==> src/rtl/mem_dma_engine_if.sv <==
// rtl/mem_dma_engine_if.sv - memory-port bundle between the DMA engine (master) and the ideal memory (slave)
interface mem_dma_engine_if #(
    parameter int AW = 8
);
    logic [AW-1:0] Raddr1;
    logic [AW-1:0] Raddr2;
    logic          Rden1;
    logic          Rden2;
    logic [31:0]   Rdata1;
    logic [31:0]   Rdata2;
    logic [AW-1:0] Waddr;
    logic          Wren;
    logic [31:0]   Wdata;

    modport master (
        output Raddr1, Raddr2, Rden1, Rden2, Waddr, Wren, Wdata,
        input  Rdata1, Rdata2
    );

    modport slave (
        input  Raddr1, Raddr2, Rden1, Rden2, Waddr, Wren, Wdata,
        output Rdata1, Rdata2
    );
endinterface

==> src/rtl/mem_dma_engine.sv <==
// rtl/mem_dma_engine.sv - word block-copy engine with optional read-back verify (MEM_DMA_VERIFY_EN)
module mem_dma_engine #(
    parameter  int ADDR_WIDTH = 10,
    localparam int AW         = ADDR_WIDTH - 2
) (
    input  logic          clk,
    input  logic          rst,
    input  logic          start,
    input  logic [AW-1:0] src_base,
    input  logic [AW-1:0] dst_base,
    input  logic [AW:0]   len,
    output logic          busy,
    output logic          done,
    output logic          err,
    output logic [AW-1:0] err_off,
    mem_dma_engine_if.master mem
);

    typedef enum logic [2:0] {
        S_IDLE   = 3'd0,
        S_READ   = 3'd1,
        S_WRITE  = 3'd2,
`ifdef MEM_DMA_VERIFY_EN
        S_VERIFY = 3'd3,
`endif
        S_DONE   = 3'd4
    } state_t;

    state_t        state;
    state_t        state_nx;
    logic [AW-1:0] src_r;
    logic [AW-1:0] dst_r;
    logic [AW:0]   len_r;
    logic [AW-1:0] off;
    logic [31:0]   data_buf;
    logic [AW-1:0] src_addr;
    logic [AW-1:0] dst_addr;
    logic          last_word;
    logic          mismatch;

    // Address sums wrap modulo 2^AW by truncation to AW bits.
    assign src_addr  = src_r + off;
    assign dst_addr  = dst_r + off;
    assign last_word = ((AW+1)'(off) + (AW+1)'(1)) == len_r;

`ifdef MEM_DMA_VERIFY_EN
    assign mismatch = mem.Rdata1 != mem.Rdata2;
`else
    logic unused_rdata2;
    assign mismatch      = 1'b0;
    assign unused_rdata2 = ^mem.Rdata2;
`endif

    always_ff @(posedge clk) begin
        if (rst) begin
            state <= S_IDLE;
        end else begin
            state <= state_nx;
        end
    end

    always_comb begin
        state_nx = state;
        case (state)
            S_IDLE: begin
                if (start) begin
                    state_nx = (len == '0) ? S_DONE : S_READ;
                end
            end
            S_READ:  state_nx = S_WRITE;
            S_WRITE: begin
                if (last_word) begin
`ifdef MEM_DMA_VERIFY_EN
                    state_nx = S_VERIFY;
`else
                    state_nx = S_DONE;
`endif
                end else begin
                    state_nx = S_READ;
                end
            end
`ifdef MEM_DMA_VERIFY_EN
            S_VERIFY: begin
                if (mismatch || last_word) begin
                    state_nx = S_DONE;
                end
            end
`endif
            S_DONE:  state_nx = S_IDLE;
            default: state_nx = S_IDLE;
        endcase
    end

    // The offset counter is reused by the verify walk, so it restarts at 0 after the last write.
    always_ff @(posedge clk) begin
        if (rst) begin
            src_r    <= '0;
            dst_r    <= '0;
            len_r    <= '0;
            off      <= '0;
            data_buf <= '0;
        end else begin
            case (state)
                S_IDLE: begin
                    if (start) begin
                        src_r <= src_base;
                        dst_r <= dst_base;
                        len_r <= len;
                        off   <= '0;
                    end
                end
                S_READ:  data_buf <= mem.Rdata1;
                S_WRITE: off <= last_word ? '0 : off + 1'b1;
`ifdef MEM_DMA_VERIFY_EN
                S_VERIFY: begin
                    if (!mismatch && !last_word) begin
                        off <= off + 1'b1;
                    end
                end
`endif
                default: ;
            endcase
        end
    end

`ifdef MEM_DMA_VERIFY_EN
    logic          err_r;
    logic [AW-1:0] err_off_r;

    always_ff @(posedge clk) begin
        if (rst) begin
            err_r     <= 1'b0;
            err_off_r <= '0;
        end else if (state == S_IDLE && start) begin
            err_r     <= 1'b0;
            err_off_r <= '0;
        end else if (state == S_VERIFY && mismatch) begin
            err_r     <= 1'b1;
            err_off_r <= off;
        end
    end

    assign err        = err_r;
    assign err_off    = err_off_r;
    assign mem.Rden2  = (state == S_VERIFY);
    assign mem.Rden1  = (state == S_READ) || (state == S_VERIFY);
    assign mem.Raddr2 = mem.Rden2 ? dst_addr : '0;
    assign busy       = (state == S_READ) || (state == S_WRITE) || (state == S_VERIFY);
`else
    assign err        = 1'b0;
    assign err_off    = '0;
    assign mem.Rden2  = 1'b0;
    assign mem.Rden1  = (state == S_READ);
    assign mem.Raddr2 = '0;
    assign busy       = (state == S_READ) || (state == S_WRITE);
`endif

    assign done       = (state == S_DONE);
    assign mem.Raddr1 = mem.Rden1 ? src_addr : '0;
    assign mem.Wren   = (state == S_WRITE);
    assign mem.Waddr  = mem.Wren ? dst_addr : '0;
    assign mem.Wdata  = mem.Wren ? data_buf : '0;

endmodule

==> src/flat_wrapper.sv <==
// flat-port wrapper written by rule: the top's interface ports become plain ports
module mem_dma_engine_flat 
#(
    parameter  int ADDR_WIDTH = 10,
    localparam int AW         = ADDR_WIDTH - 2
)
  (clk, rst, start, src_base, dst_base, len, busy, done, err, err_off, mem_Raddr1, mem_Raddr2, mem_Rden1, mem_Rden2, mem_Waddr, mem_Wren, mem_Wdata, mem_Rdata1, mem_Rdata2);
  mem_dma_engine_if mem_i ();
  input  logic clk;
  input  logic rst;
  input  logic start;
  input  logic [AW-1:0] src_base;
  input  logic [AW-1:0] dst_base;
  input  logic [AW:0] len;
  output logic busy;
  output logic done;
  output logic err;
  output logic [AW-1:0] err_off;
  output wire logic [$bits(mem_i.Raddr1)-1:0] mem_Raddr1;
  output wire logic [$bits(mem_i.Raddr2)-1:0] mem_Raddr2;
  output wire logic [$bits(mem_i.Rden1)-1:0] mem_Rden1;
  output wire logic [$bits(mem_i.Rden2)-1:0] mem_Rden2;
  output wire logic [$bits(mem_i.Waddr)-1:0] mem_Waddr;
  output wire logic [$bits(mem_i.Wren)-1:0] mem_Wren;
  output wire logic [$bits(mem_i.Wdata)-1:0] mem_Wdata;
  input wire logic [$bits(mem_i.Rdata1)-1:0] mem_Rdata1;
  input wire logic [$bits(mem_i.Rdata2)-1:0] mem_Rdata2;
  assign mem_Raddr1 = mem_i.Raddr1;
  assign mem_Raddr2 = mem_i.Raddr2;
  assign mem_Rden1 = mem_i.Rden1;
  assign mem_Rden2 = mem_i.Rden2;
  assign mem_Waddr = mem_i.Waddr;
  assign mem_Wren = mem_i.Wren;
  assign mem_Wdata = mem_i.Wdata;
  assign mem_i.Rdata1 = mem_Rdata1;
  assign mem_i.Rdata2 = mem_Rdata2;
  mem_dma_engine #(.ADDR_WIDTH(ADDR_WIDTH)) u_core (.clk(clk), .rst(rst), .start(start), .src_base(src_base), .dst_base(dst_base), .len(len), .busy(busy), .done(done), .err(err), .err_off(err_off), .mem(mem_i));
endmodule
==> config.mk <==
export PLATFORM = sky130hd
export DESIGN_NAME = mem_dma_engine_flat
export DESIGN_NICKNAME = d
export VERILOG_FILES = /design/src/rtl/mem_dma_engine_if.sv /design/src/rtl/mem_dma_engine.sv /design/src/flat_wrapper.sv
export SDC_FILE = /design/constraint.sdc
export NUM_CORES = 1
export LEC_CHECK = 0
export CAP_MARGIN = 40
export CORE_MARGIN = 2
export CORE_UTILIZATION = 43
export DETAILED_ROUTE_END_ITERATION = 8
export PLACE_DENSITY = 0.81
export REMOVE_ABC_BUFFERS = 1
export SYNTH_ARGS = -nofsm -noshare
export SYNTH_HDL_FRONTEND = slang
export SYNTH_SLANG_ARGS = --single-unit
==> constraint.sdc <==
create_clock -name clk -period 2.6 [get_ports clk]
set_clock_uncertainty 0.05 [all_clocks]
set_input_delay 0.39 -clock clk [delete_from_list [all_inputs] [get_ports clk]]
set_output_delay 0.39 -clock clk [all_outputs]
set_load 0.1 [all_outputs]
==> results of run 1 <==
-- routing by layer --
| layer | GRT usage | up-vias | part of all wire |
|---|---|---|---|
| li1 | - | 1887 | - |
| met1 | 0.2759 | 1813 | 0.39 |
| met2 | 0.4127 | 137 | 0.53 |
| met3 | 0.03957 | 28 | 0.046 |
| met4 | 0.09722 | 0 | 0.030 |
| met5 | 0 | - | 0 |
-- cells in the mapped netlist, drive strengths merged, types with 2 or more instances --
library cell  number  area share
a2111oi            2      0.0046
o21ai              6      0.0080
a21o               4      0.0080
buf               23       0.043
and2               4      0.0073
and3              35       0.058
nand3b             2      0.0040
o2111ai            3       0.012
nor4               3      0.0050
o21bai             4      0.0080
nand2            133        0.13
nor2              22       0.022
a211oi             2      0.0040
ha                15       0.050
nor3               5      0.0066
o211ai             4      0.0080
fa                 2       0.011
nand3              4      0.0053
inv                7      0.0070
nor2b              2      0.0033
o22ai              2      0.0033
o221ai             3      0.0070
nand2b             2      0.0033
nand4              3      0.0066
or3                3      0.0050
a21oi             72       0.097
xnor2              9       0.021
clkbuf            27       0.027
dfxtp             68        0.36
or2                3      0.0050
nor3b              2      0.0053
xor2              10       0.023
-- state kept, by name, summed over array words and instances, names as in the netlist --
name / cells
u_core.data_buf: 32
u_core.dst_r: 8
u_core.len_r: 9
u_core.off: 8
u_core.src_r: 8
u_core.state: 3
-- cell type report --
| type | count | area, µm² |
|---|---|---|
| Fill cell | 650 | 2724 |
| Multi-Input combinational cell | 389 | 2311 |
| Timing Repair Buffer | 139 | 1837 |
| Sequential cell | 68 | 1370 |
| Clock buffer | 10 | 137.6 |
| Tap cell | 108 | 135.1 |
| Clock inverter | 6 | 47.55 |
| Inverter | 8 | 31.28 |
-- cell families after synthesis --
group | count (synthesis) | share of synthesized area
AOI/OAI and AO/OA | 108 | 0.1745
adders and majority gates | 17 | 0.06039
buffers and inverters | 58 | 0.07830
xor gates and xnor gates | 19 | 0.04413
DFF | 68 | 0.3610
and+or+nand+nor | 227 | 0.2807
other | 1 | 0.0009944
-- what timing repair did --
item | 4_1_cts | 5_1_grt
pin swaps | 21 | 12
endpoints found under the setup margin | 8 | 10
resized for setup | 26 | 10
setup buffers | 1 | 2
-- stage by stage --
step           total power, W  utilization  setup WS [ps]
2_1_floorplan        0.001517            -          -1368
3_3_place_gp         0.001749       0.6444         -73.82
3_5_place_dp         0.001766       0.6444         -110.9
4_1_cts              0.002580       0.6743         -146.2
5_1_grt              0.002682       0.6830         -277.6
6_report             0.002579       0.6830         -210.5
-- cells in the final DEF, fill, tap and decap left out, drive strengths merged, types with 2 or more instances in the layout --
master and n:
xor2 10, a2111oi 2, nand2b 2, a21oi 72, nand4 3, and3 35
o221ai 3, nor3b 2, a21o 4, inv 9, conb 18, nor3 5
nand2 133, nor2b 2, o21bai 4, a211oi 2, nand3b 2, and2 4
or2 3, buf 81, o22ai 2, o2111ai 3, ha 15, dfxtp 68
nand3 4, nor2 22, clkbuf 10, clkinvlp 4, nor4 3, o21ai 6
o211ai 4, or3 3, xnor2 9, fa 2, clkdlybuf4s50 58
-- final timing paths --
kind                                           end  slack (ps)  depth (start not counted)
setup / recovery                     mem_Raddr1[6]        -210                          9
hold / removal        u_core.state[1]$_SDFFE_PP0P_         330                          2
setup reg to reg        u_core.off[1]$_SDFFE_PP0P_         160                          8
hold reg to reg   u_core.data_buf[13]$_SDFFE_PP0P_         400                          2
-- where the power goes --
group / leakage, nW / internal, W / switching [W]
logic: 1.81 / 0.000219 / 0.000408
registers: 0.558 / 0.00110 / 0.0000375
clock network: 0.0815 / 0.000378 / 0.000441
total: 2.45 / 0.00169 / 0.000886
-- critical path: cells and delay by family, from the launching register on --
family                     cells  cell delay, ps
DFF                            1             380
AOI/OAI and AO/OA              4             660
and+or+nand+nor                1              80
adders and majority gates      2             510
buffers and inverters          1             170
xor gates and xnor gates       1             230
==> impl_results.md, run 1 <==
- Sequential fraction of the synthesis area: 0.3610
- Status: finished, violations left
- Detail Placement HPWL: 8308 µm
- Startpoint types: register
- CP cell instances: ha_4, fa_2, a21o_1, a21oi_2, o21bai_1, a21oi_1, xor2_1, nor2_2, buf_12
- CP max stage cell: dfxtp_4
- Setup Crit Path Kind: reg2out
- Effective utilization at floorplan: 0.4388
- Tmin final: between 2000 and 3000 ps
- Max_cap viols: 0
- Die Wd: between 90 and 100 µm
- Core area: ~0.0086 mm²
- Clock slew seen by the registers of the worst setup and hold paths: around 80 ps
- Endpoints failing hold: 0
- Hold Crit Start: rst
- Synth Area per Inst: between 7 and 8 µm²
- Final period utilization: 1.081
- Placer Congestion: 0.8300
- Fin nets: between 700 and 800
- RSZ-0062 raised after global routing: yes
- Drt wl/cell: between 15 and 20 µm
- PnR worst setup slack: -210.5 ps
- I/O pins: roughly 160
- Power density cells: 439.5 mW/mm²
- Cts bufs inserted: 9
- Number of synthesized flops with an enable pin: 0
- Placed insts: a little over 700
- Unique masters post-synth: 54
- N_diodes: 0
- Crit Path Max Fanout: 5
- Worst EP required: approximately 2200 ps
- Synth Cell Area: between 0.003 and 0.004 mm²
- Area post-placement: about 0.0055 mm²
- Die height: roughly 98 µm
- Pins Over Slew Limit: 0
- Post-Layout Cell Count: 728
- Achievable frequency: approximately 360 MHz
- Syn-to-layout area delta: 55.64%
- Initial antenna violation count: 0
- Design area: around 0.006 mm²
- Clock sink total: 68
- Vias per cell: 5.309
- Final ANT Viol Nets: 0
- PortBufs: about 110
- Syn Inst Count: around 500
- H-tree depth: 3
- Worst setup path startpoint: u_core.off[0]$_SDFFE_PP0P_
- # setup viols final: 5
- Launch point of the worst reg-to-reg path: u_core.off[0]$_SDFFE_PP0P_
- Grt ovf: 0
- Vias in the first global route: approximately 3900
- Peak VDD IR: slightly above 0.4 mV
- Worst-margin pin slew: roughly 640 ps
- Failing checks: setup timing
- Pin count of the biggest net entering global routing: 54
- First-pass GRT wire length: 18210 µm
- Max incr delay on CP: ~380 ps
- Clock root cell: clkbuf_8
- Worst endpoint data arrival time: 2370 ps
- Crit. End Element: output pin
- DR pass1 iterations: 5
- Max_slew headroom: 0.5750
- Iteration-0 DRC Markers: 149
- Via count: just under 4000
- Ys async rst share: 0
- Lkg Pwr: roughly 2.4 nW
- Gr usage total: 0.2324
- FF+latch count, synth: a little under 70
- Die area: roughly 0.0095 mm²
- Synth Warn #: 0
- Fraction of layout cells with a size suffix above 1: 0.2194
- Final setup TNS: -621.3 ps
- CTS tree: yes
- DRC Markers: 0
- Total wire length: roughly 12000 µm
- Row Count: 34
- Max clock buf depth: 2
- Hold Buf Count CTS: 0
- Hold slack: about 330 ps
- Worst Hold Class: in2reg
- Clock Latency Late Sink: 340 ps
- Post-synth top flop: dfxtp_1
No activity file was read; power rests on OpenSTA's default activity.
==> inputs of run 2 (changes only) <==
PLACE_DENSITY = 0.79   (was 0.81)
==> impl_results.md, run 2 (same netlist as run 1, synthesis figures left out) <==
- Status: finished, violations left
- Failing checks: setup timing
- Max FFs per register: 32 (unchanged)
- PnR worst setup slack: -182.4 ps (+28.15 ps)
- Hold Path Stages: 2 (unchanged)
- Row Count: 34 (unchanged)
- Placer Congestion: 0.8284 (-0.19%)
- Setup Crit Path Kind: reg2out
- Grt ovf: 0 (unchanged)
- Max_slew headroom: 0.6145 (+0.03954)
- Crit. End Element: output pin
- Sequential Area: 0.001371 mm² (about the same)
- Initial antenna violation count: 0 (unchanged)
- N_diodes: 0 (unchanged)
- H-tree depth: 3 (unchanged)
- Clock slew seen by the registers of the worst setup and hold paths: 80 ps (about the same)
- DRC Markers: 0 (unchanged)
- Power density cells: 449.3 mW/mm² (+2.2%)
- Vias in the first global route: 3927 (+1.6%)
- Endpoints failing hold: 0 (unchanged)
- Area post-placement: 0.005530 mm² (-0.14%)
- Final period utilization: 1.070 (-0.01083)
- Worst endpoint data arrival time: 2340 ps (-30 ps)
- Vias per cell: 5.360 (+0.97%)
- Pin count of the biggest net entering global routing: 43 (-20%)
- Reg-to-reg endpoint: u_core.off[1]$_SDFFE_PP0P_
- Effective utilization at floorplan: 0.4388 (unchanged)
- CTS tree: yes
- Detail Placement HPWL: 8217 µm (-1.1%)
- Slack of the worst reg-to-reg path: 80 ps (-80 ps)
- PortBufs: 111 (unchanged)
- Achievable frequency: 359.4 MHz (+1.0%)
- Hold slack: 402.6 ps (+67.64 ps)
- Area of the multi-input gates: 0.002341 mm² (+1.3%)
- Via count: 3897 (+0.83%)
- Iteration-0 DRC Markers: 192 (+29%)
- Worst EP required: 2160 ps (about the same)
- Worst-margin pin slew: 576.1 ps (-59.09 ps)
- Crit Path Max Fanout: 2 (-3)
- Clock sink total: 68 (unchanged)
- Clock Latency Late Sink: 330 ps (about the same)
- Design area: 0.005913 mm² (+0.75%)
- Clock root cell: clkbuf_8
- Cts bufs inserted: 9 (unchanged)
- Largest regs: u_core.data_buf x32, u_core.len_r x9
- Worst R2R Path Depth: 9 (+1)
- Final ANT Viol Nets: 0 (unchanged)
- Syn-to-layout area delta: 56.80%
- Max clock buf depth: 2 (unchanged)
- Pins Over Slew Limit: 0 (unchanged)
- Tot Pwr: 0.002657 W (+3.0%)
- WHS Endpoint: u_core.data_buf[30]$_SDFFE_PP0P_
- Peak VDD IR: 0.4124 mV (+0.61%)
- Fin nets: 723 (-0.14%)
- Drt wl/cell: 16.32 µm (+3.3%)
- I/O pins: 162 (unchanged)
- RSZ-0062 raised after global routing: yes
- Commonest non-fill, non-tap cell in the layout: nand2_1
- Gr usage total: 0.2371 (+0.004694)
- # setup viols final: 7 (+2)
- Startpoint types: register
- First-pass GRT wire length: 18300 µm (+0.49%)
- Launch point of the worst reg-to-reg path: u_core.off[1]$_SDFFE_PP0P_
- Die height: 97.65 µm (unchanged)
- Fraction of layout cells with a size suffix above 1: 0.2213 (+0.001970)
- Layout fillers: 639 (-1.7%)
- Worst Hold Class: reg2reg
- Lkg Pwr: 2.457 nW (+0.29%)
- Tmin final: 2782 ps (-28.15 ps)
- Core area: 0.008593 mm² (unchanged)
- Total wire length: 11870 µm (+3.2%)
- Dpl ws: -78.09 ps (+32.82 ps)
- Max_cap viols: 0 (unchanged)
- Die area: 0.009536 mm² (unchanged)
- DR pass1 iterations: 4 (-1)
- Hold Crit Start: u_core.data_buf[30]$_SDFFE_PP0P_
- Die Wd: 97.65 µm (unchanged)
- Commonest non-fill, non-tap cells in the layout: 132 x nand2_1, 63 x a21oi_1, 62 x dfxtp_1
- Most flops, register: u_core.data_buf
-- run 2: changes by cell type in the layout (fill, tap and decap cells not counted), sizes merged --
cell / change
clkbuf: +2
buf: -1
clkinvlp: -3
clkinv: +2
inv: -2
bufinv: +1
-- run 2: area by class of cell --
class	instances	share of cell area
Clock buffer	12	0.02624
Clock inverter	4	0.008041
Inverter	8	0.005078
Multi-Input combinational cell	389	0.3959
Sequential cell	68	0.2319
Tap cell	108	0.02285
Timing Repair Buffer	138	0.3100
-- run 2: report_power, final --
group / leakage (nW) / total [W] / internal, W / switching (W)
clock: 0.102 / 0.000897 / 0.000493 / 0.000404
sequential: 0.558 / 0.00113 / 0.00110 / 0.0000378
combinational: 1.80 / 0.000626 / 0.000218 / 0.000408
total: 2.46 / 0.00266 / 0.00181 / 0.000850
-- run 2: how the worst max path moves through the flow --
stage,startpoint,to
5_1_grt,u_core.off[2]$_SDFFE_PP0P_,mem_Raddr1[7]
6_report,u_core.dst_r[0]$_SDFFE_PP0P_,mem_Waddr[6]
3_5_place_dp,u_core.off[1]$_SDFFE_PP0P_,mem_Raddr1[7]
2_1_floorplan,u_core.state[1]$_SDFFE_PP0P_,mem_Raddr1[0]
4_1_cts,u_core.dst_r[0]$_SDFFE_PP0P_,mem_Waddr[6]
3_3_place_gp,u_core.off[1]$_SDFFE_PP0P_,mem_Raddr1[7]
-- run 2: routing by layer --
metal,vias up,part of all wire,GRT usage
met4,0,0.040,0.1122
met3,34,0.052,0.03813
met5,-,0,0
met2,109,0.52,0.4340
li1,1894,-,-
met1,1860,0.39,0.2664
-- run 2: stage by stage --
stage / utilization / TNS [ps] / instances
finish: 0.6881 / -723.1 / 727
global route: 0.6881 / -1335 / 727
CTS: 0.6804 / -457.9 / 727
detailed placement: 0.6436 / -135.5 / 709
global placement: 0.6436 / -28.16 / 709
floorplan: - / -30580 / 465
-- run 2: worst max-delay path, cell delays in order, from the launching register on --
cell	delay (ps)
dfxtp_2	350
ha_4	170
fa_2	380
a21o_1	190
a21oi_2	180
o21bai_1	100
a21oi_2	150
xor2_1	80
nor2_1	190
buf_12	210
-- run 2: repair_timing --
action | 4_1_cts | 5_1_grt
buffers inserted | 3 | 2
hold buffers | 0 | 0
cloned | 0 | 0
pin swaps | 17 | 20
setup endpoints to repair | 8 | 8
resized for setup | 29 | 11
==> inputs of run 3 (changes only) <==
CORE_UTILIZATION = 39   (was 43)
PLACE_DENSITY = 0.76   (was 0.79)
clock period = 2.2 ns   (was 2.6 ns; I/O delays follow)
==> impl_results.md, run 3 (same netlist as run 1, synthesis figures left out) <==
- Status: finished, violations left
- Failing checks: setup timing
- Slack of the worst reg-to-reg path: 10 ps (-70 ps)
- RSZ-0062 raised after global routing: yes
- Max_cap viols: 0 (unchanged)
- Achievable frequency: around 370 MHz
- Final ANT Viol Nets: 0 (unchanged)
- Die height: 102.3 µm (+4.8%)
- Crit Path Max Fanout: 4 (+2)
- Cts bufs inserted: 9 (unchanged)
- Setup Crit Path Kind: reg2out
- Worst setup path startpoint: u_core.off[0]$_SDFFE_PP0P_
- Launch point of the worst reg-to-reg path: u_core.off[0]$_SDFFE_PP0P_
- Clock sink total: 68 (unchanged)
- Worst path most repeated cell: a21oi_2
- N_diodes: 0 (unchanged)
- Syn-to-layout area delta: 67.62%
- Gr usage total: 0.2353 (-0.001776)
- # setup viols final: 12 (+5)
- PortBufs: 111 (unchanged)
- Vias in the first global route: 4028 (+2.6%)
- Lkg Pwr: 2.643 nW (+7.6%)
- H-tree depth: 3 (unchanged)
- Max incr delay on CP: 370 ps (about the same)
- First-pass GRT wire length: 19250 µm (+5.2%)
- Fin nets: 749 (+3.6%)
- Peak VDD IR: 0.4176 mV (+1.3%)
- Worst EP required: 1820 ps (-340 ps)
- Initial antenna violation count: 0 (unchanged)
- Max clock buf depth: 2 (unchanged)
- Reg-to-reg endpoint: u_core.off[1]$_SDFFE_PP0P_
- DRC Markers: 0 (unchanged)
- Top delay family on crit path: compound AO/OA/AOI/OAI gates
- Final period utilization: 1.232
- Pin count of the biggest net entering global routing: 55 (+28%)
- Crit. End Element: output pin
- Commonest non-fill, non-tap cell in the layout: nand2_1
- Worst Hold Class: in2reg
- Clock slew seen by the registers of the worst setup and hold paths: 80 ps (about the same)
- Dpl ws: -404.1 ps (-326.0 ps)
- Clock root cell: clkbuf_8
- Hold Path Stages: 2 (unchanged)
- Worst setup endpoint: mem_Raddr1[6]
- Largest regs: u_core.data_buf x32, u_core.len_r x9
- Placed insts: 748 (+5.5%)
- Power density cells: 521.9 mW/mm² (+16%)
- Core area: 0.009328 mm² (+8.5%)
- WP buf/inv: 1 (unchanged)
- Via count: 4039 (+3.6%)
- Row Count: 35 (+2.9%)
- Tmin final: 2710 ps
- Max_slew headroom: 0.6026 (-0.01187)
- Die Wd: 102.3 µm (+4.8%)
- Effective utilization at floorplan: 0.4043 (-0.03455)
- Hold Buf Count CTS: 0 (unchanged)
- PnR worst setup slack: -509.7 ps (-327.3 ps)
- Detail Placement HPWL: 8290 µm (+0.88%)
- Iteration-0 DRC Markers: 193 (+0.52%)
- Startpoint types: register
- Placer Congestion: 0.9718 (+17%)
- CP cell instances: ha_4, fa_2, a21o_1, a21oi_2, o21bai_1, a21oi_2, xor2_2, nor2_2, buf_12
- Worst-margin pin slew: 596.0 ps (+19.94 ps)
- Die area: 0.01047 mm² (+9.8%)
- I/O pins: 162 (unchanged)
- Max FFs per register: 32 (unchanged)
- Post-Layout Cell Count: 774 (+6.5%)
- CP max stage cell: dfxtp_4
- DR pass1 iterations: 5 (+1)
- Total wire length: 12360 µm (+4.2%)
- Commonest non-fill, non-tap cells in the layout: 131 x nand2_1, 62 x dfxtp_1, 61 x a21oi_1
- CTS tree: yes
- Worst path depth: 9 (unchanged)
- Worst endpoint data arrival time: 2330 ps (about the same)
- Most flops, register: u_core.data_buf
- Pins Over Slew Limit: 0 (unchanged)
- Fraction of layout cells with a size suffix above 1: 0.2853 (+0.06395)
- Vias per cell: 5.218 (-2.6%)
- Endpoints failing hold: 0 (unchanged)
- Grt ovf: 0 (unchanged)
- Clock Latency Late Sink: 360 ps (+30 ps)
- Worst R2R Path Depth: 8 (-1)
- Drt wl/cell: 15.97 µm (-2.2%)
-- run 3: worst min-delay path by stage --
stage                                                start                          endpoint  slack, ps
after floorplan                                        rst   u_core.data_buf[0]$_SDFFE_PP0P_        350
after global placement    u_core.data_buf[27]$_SDFFE_PP0P_  u_core.data_buf[27]$_SDFFE_PP0P_        390
after detailed placement   u_core.data_buf[7]$_SDFFE_PP0P_   u_core.data_buf[7]$_SDFFE_PP0P_        390
after CTS                                              rst      u_core.len_r[0]$_SDFFE_PP0P_        230
after global routing                                   rst      u_core.len_r[0]$_SDFFE_PP0P_        250
final                                                  rst      u_core.len_r[0]$_SDFFE_PP0P_        230
-- run 3: through the flow --
step           cell area, µm²  setup TNS [ps]  hold slack (ps)    util  total power (W)
2_1_floorplan            3570          -58030            349.1       -         0.001792
3_3_place_gp             5692           -1544            387.2  0.6102         0.002090
3_5_place_dp             5692           -2269            391.8  0.6102         0.002105
4_1_cts                  6133           -3577            225.9  0.6575         0.003277
5_1_grt                  6321           -4914            248.0  0.6777         0.003433
6_report                 6321           -3825            230.0  0.6777         0.003299
-- run 3: routing by layer --
layer	up-vias	routed length [µm]	global-route usage
met2	141	6542	0.4271
li1	1939	-	-
met3	26	641	0.04378
met5	-	0	0
met4	0	367	0.09846
met1	1933	4809	0.2703
-- run 3: power by group --
group | switching [W] | internal [W] | total (W)
clock network | 0.000525 | 0.000643 | 0.00117
registers | 0.0000404 | 0.00129 | 0.00133
logic | 0.000507 | 0.000291 | 0.000798
total | 0.00107 | 0.00223 | 0.00330
-- run 3: cell type report --
cell class	count	area (µm²)
well taps	129	161.4
multi-input cells	389	2457
clock buffers	9	123.9
clock inverters	7	98.84
repair buffers	164	2071
fillers	687	3007
flip-flops and latches	68	1376
inverters	8	32.53
-- run 3: worst register-to-register path: cells and delay by family (launching register included) --
kind	cells	cell delay [ps]
flops	1	370
simple gates	2	460
buf+inv	1	170
fa+ha+maj	1	170
compound gates	4	860
-- run 3: what timing repair did --
item                       CTS  global route
setup endpoints to repair   25            26
buffers inserted             9             8
pin swaps                   32            16
resized for setup           45            36
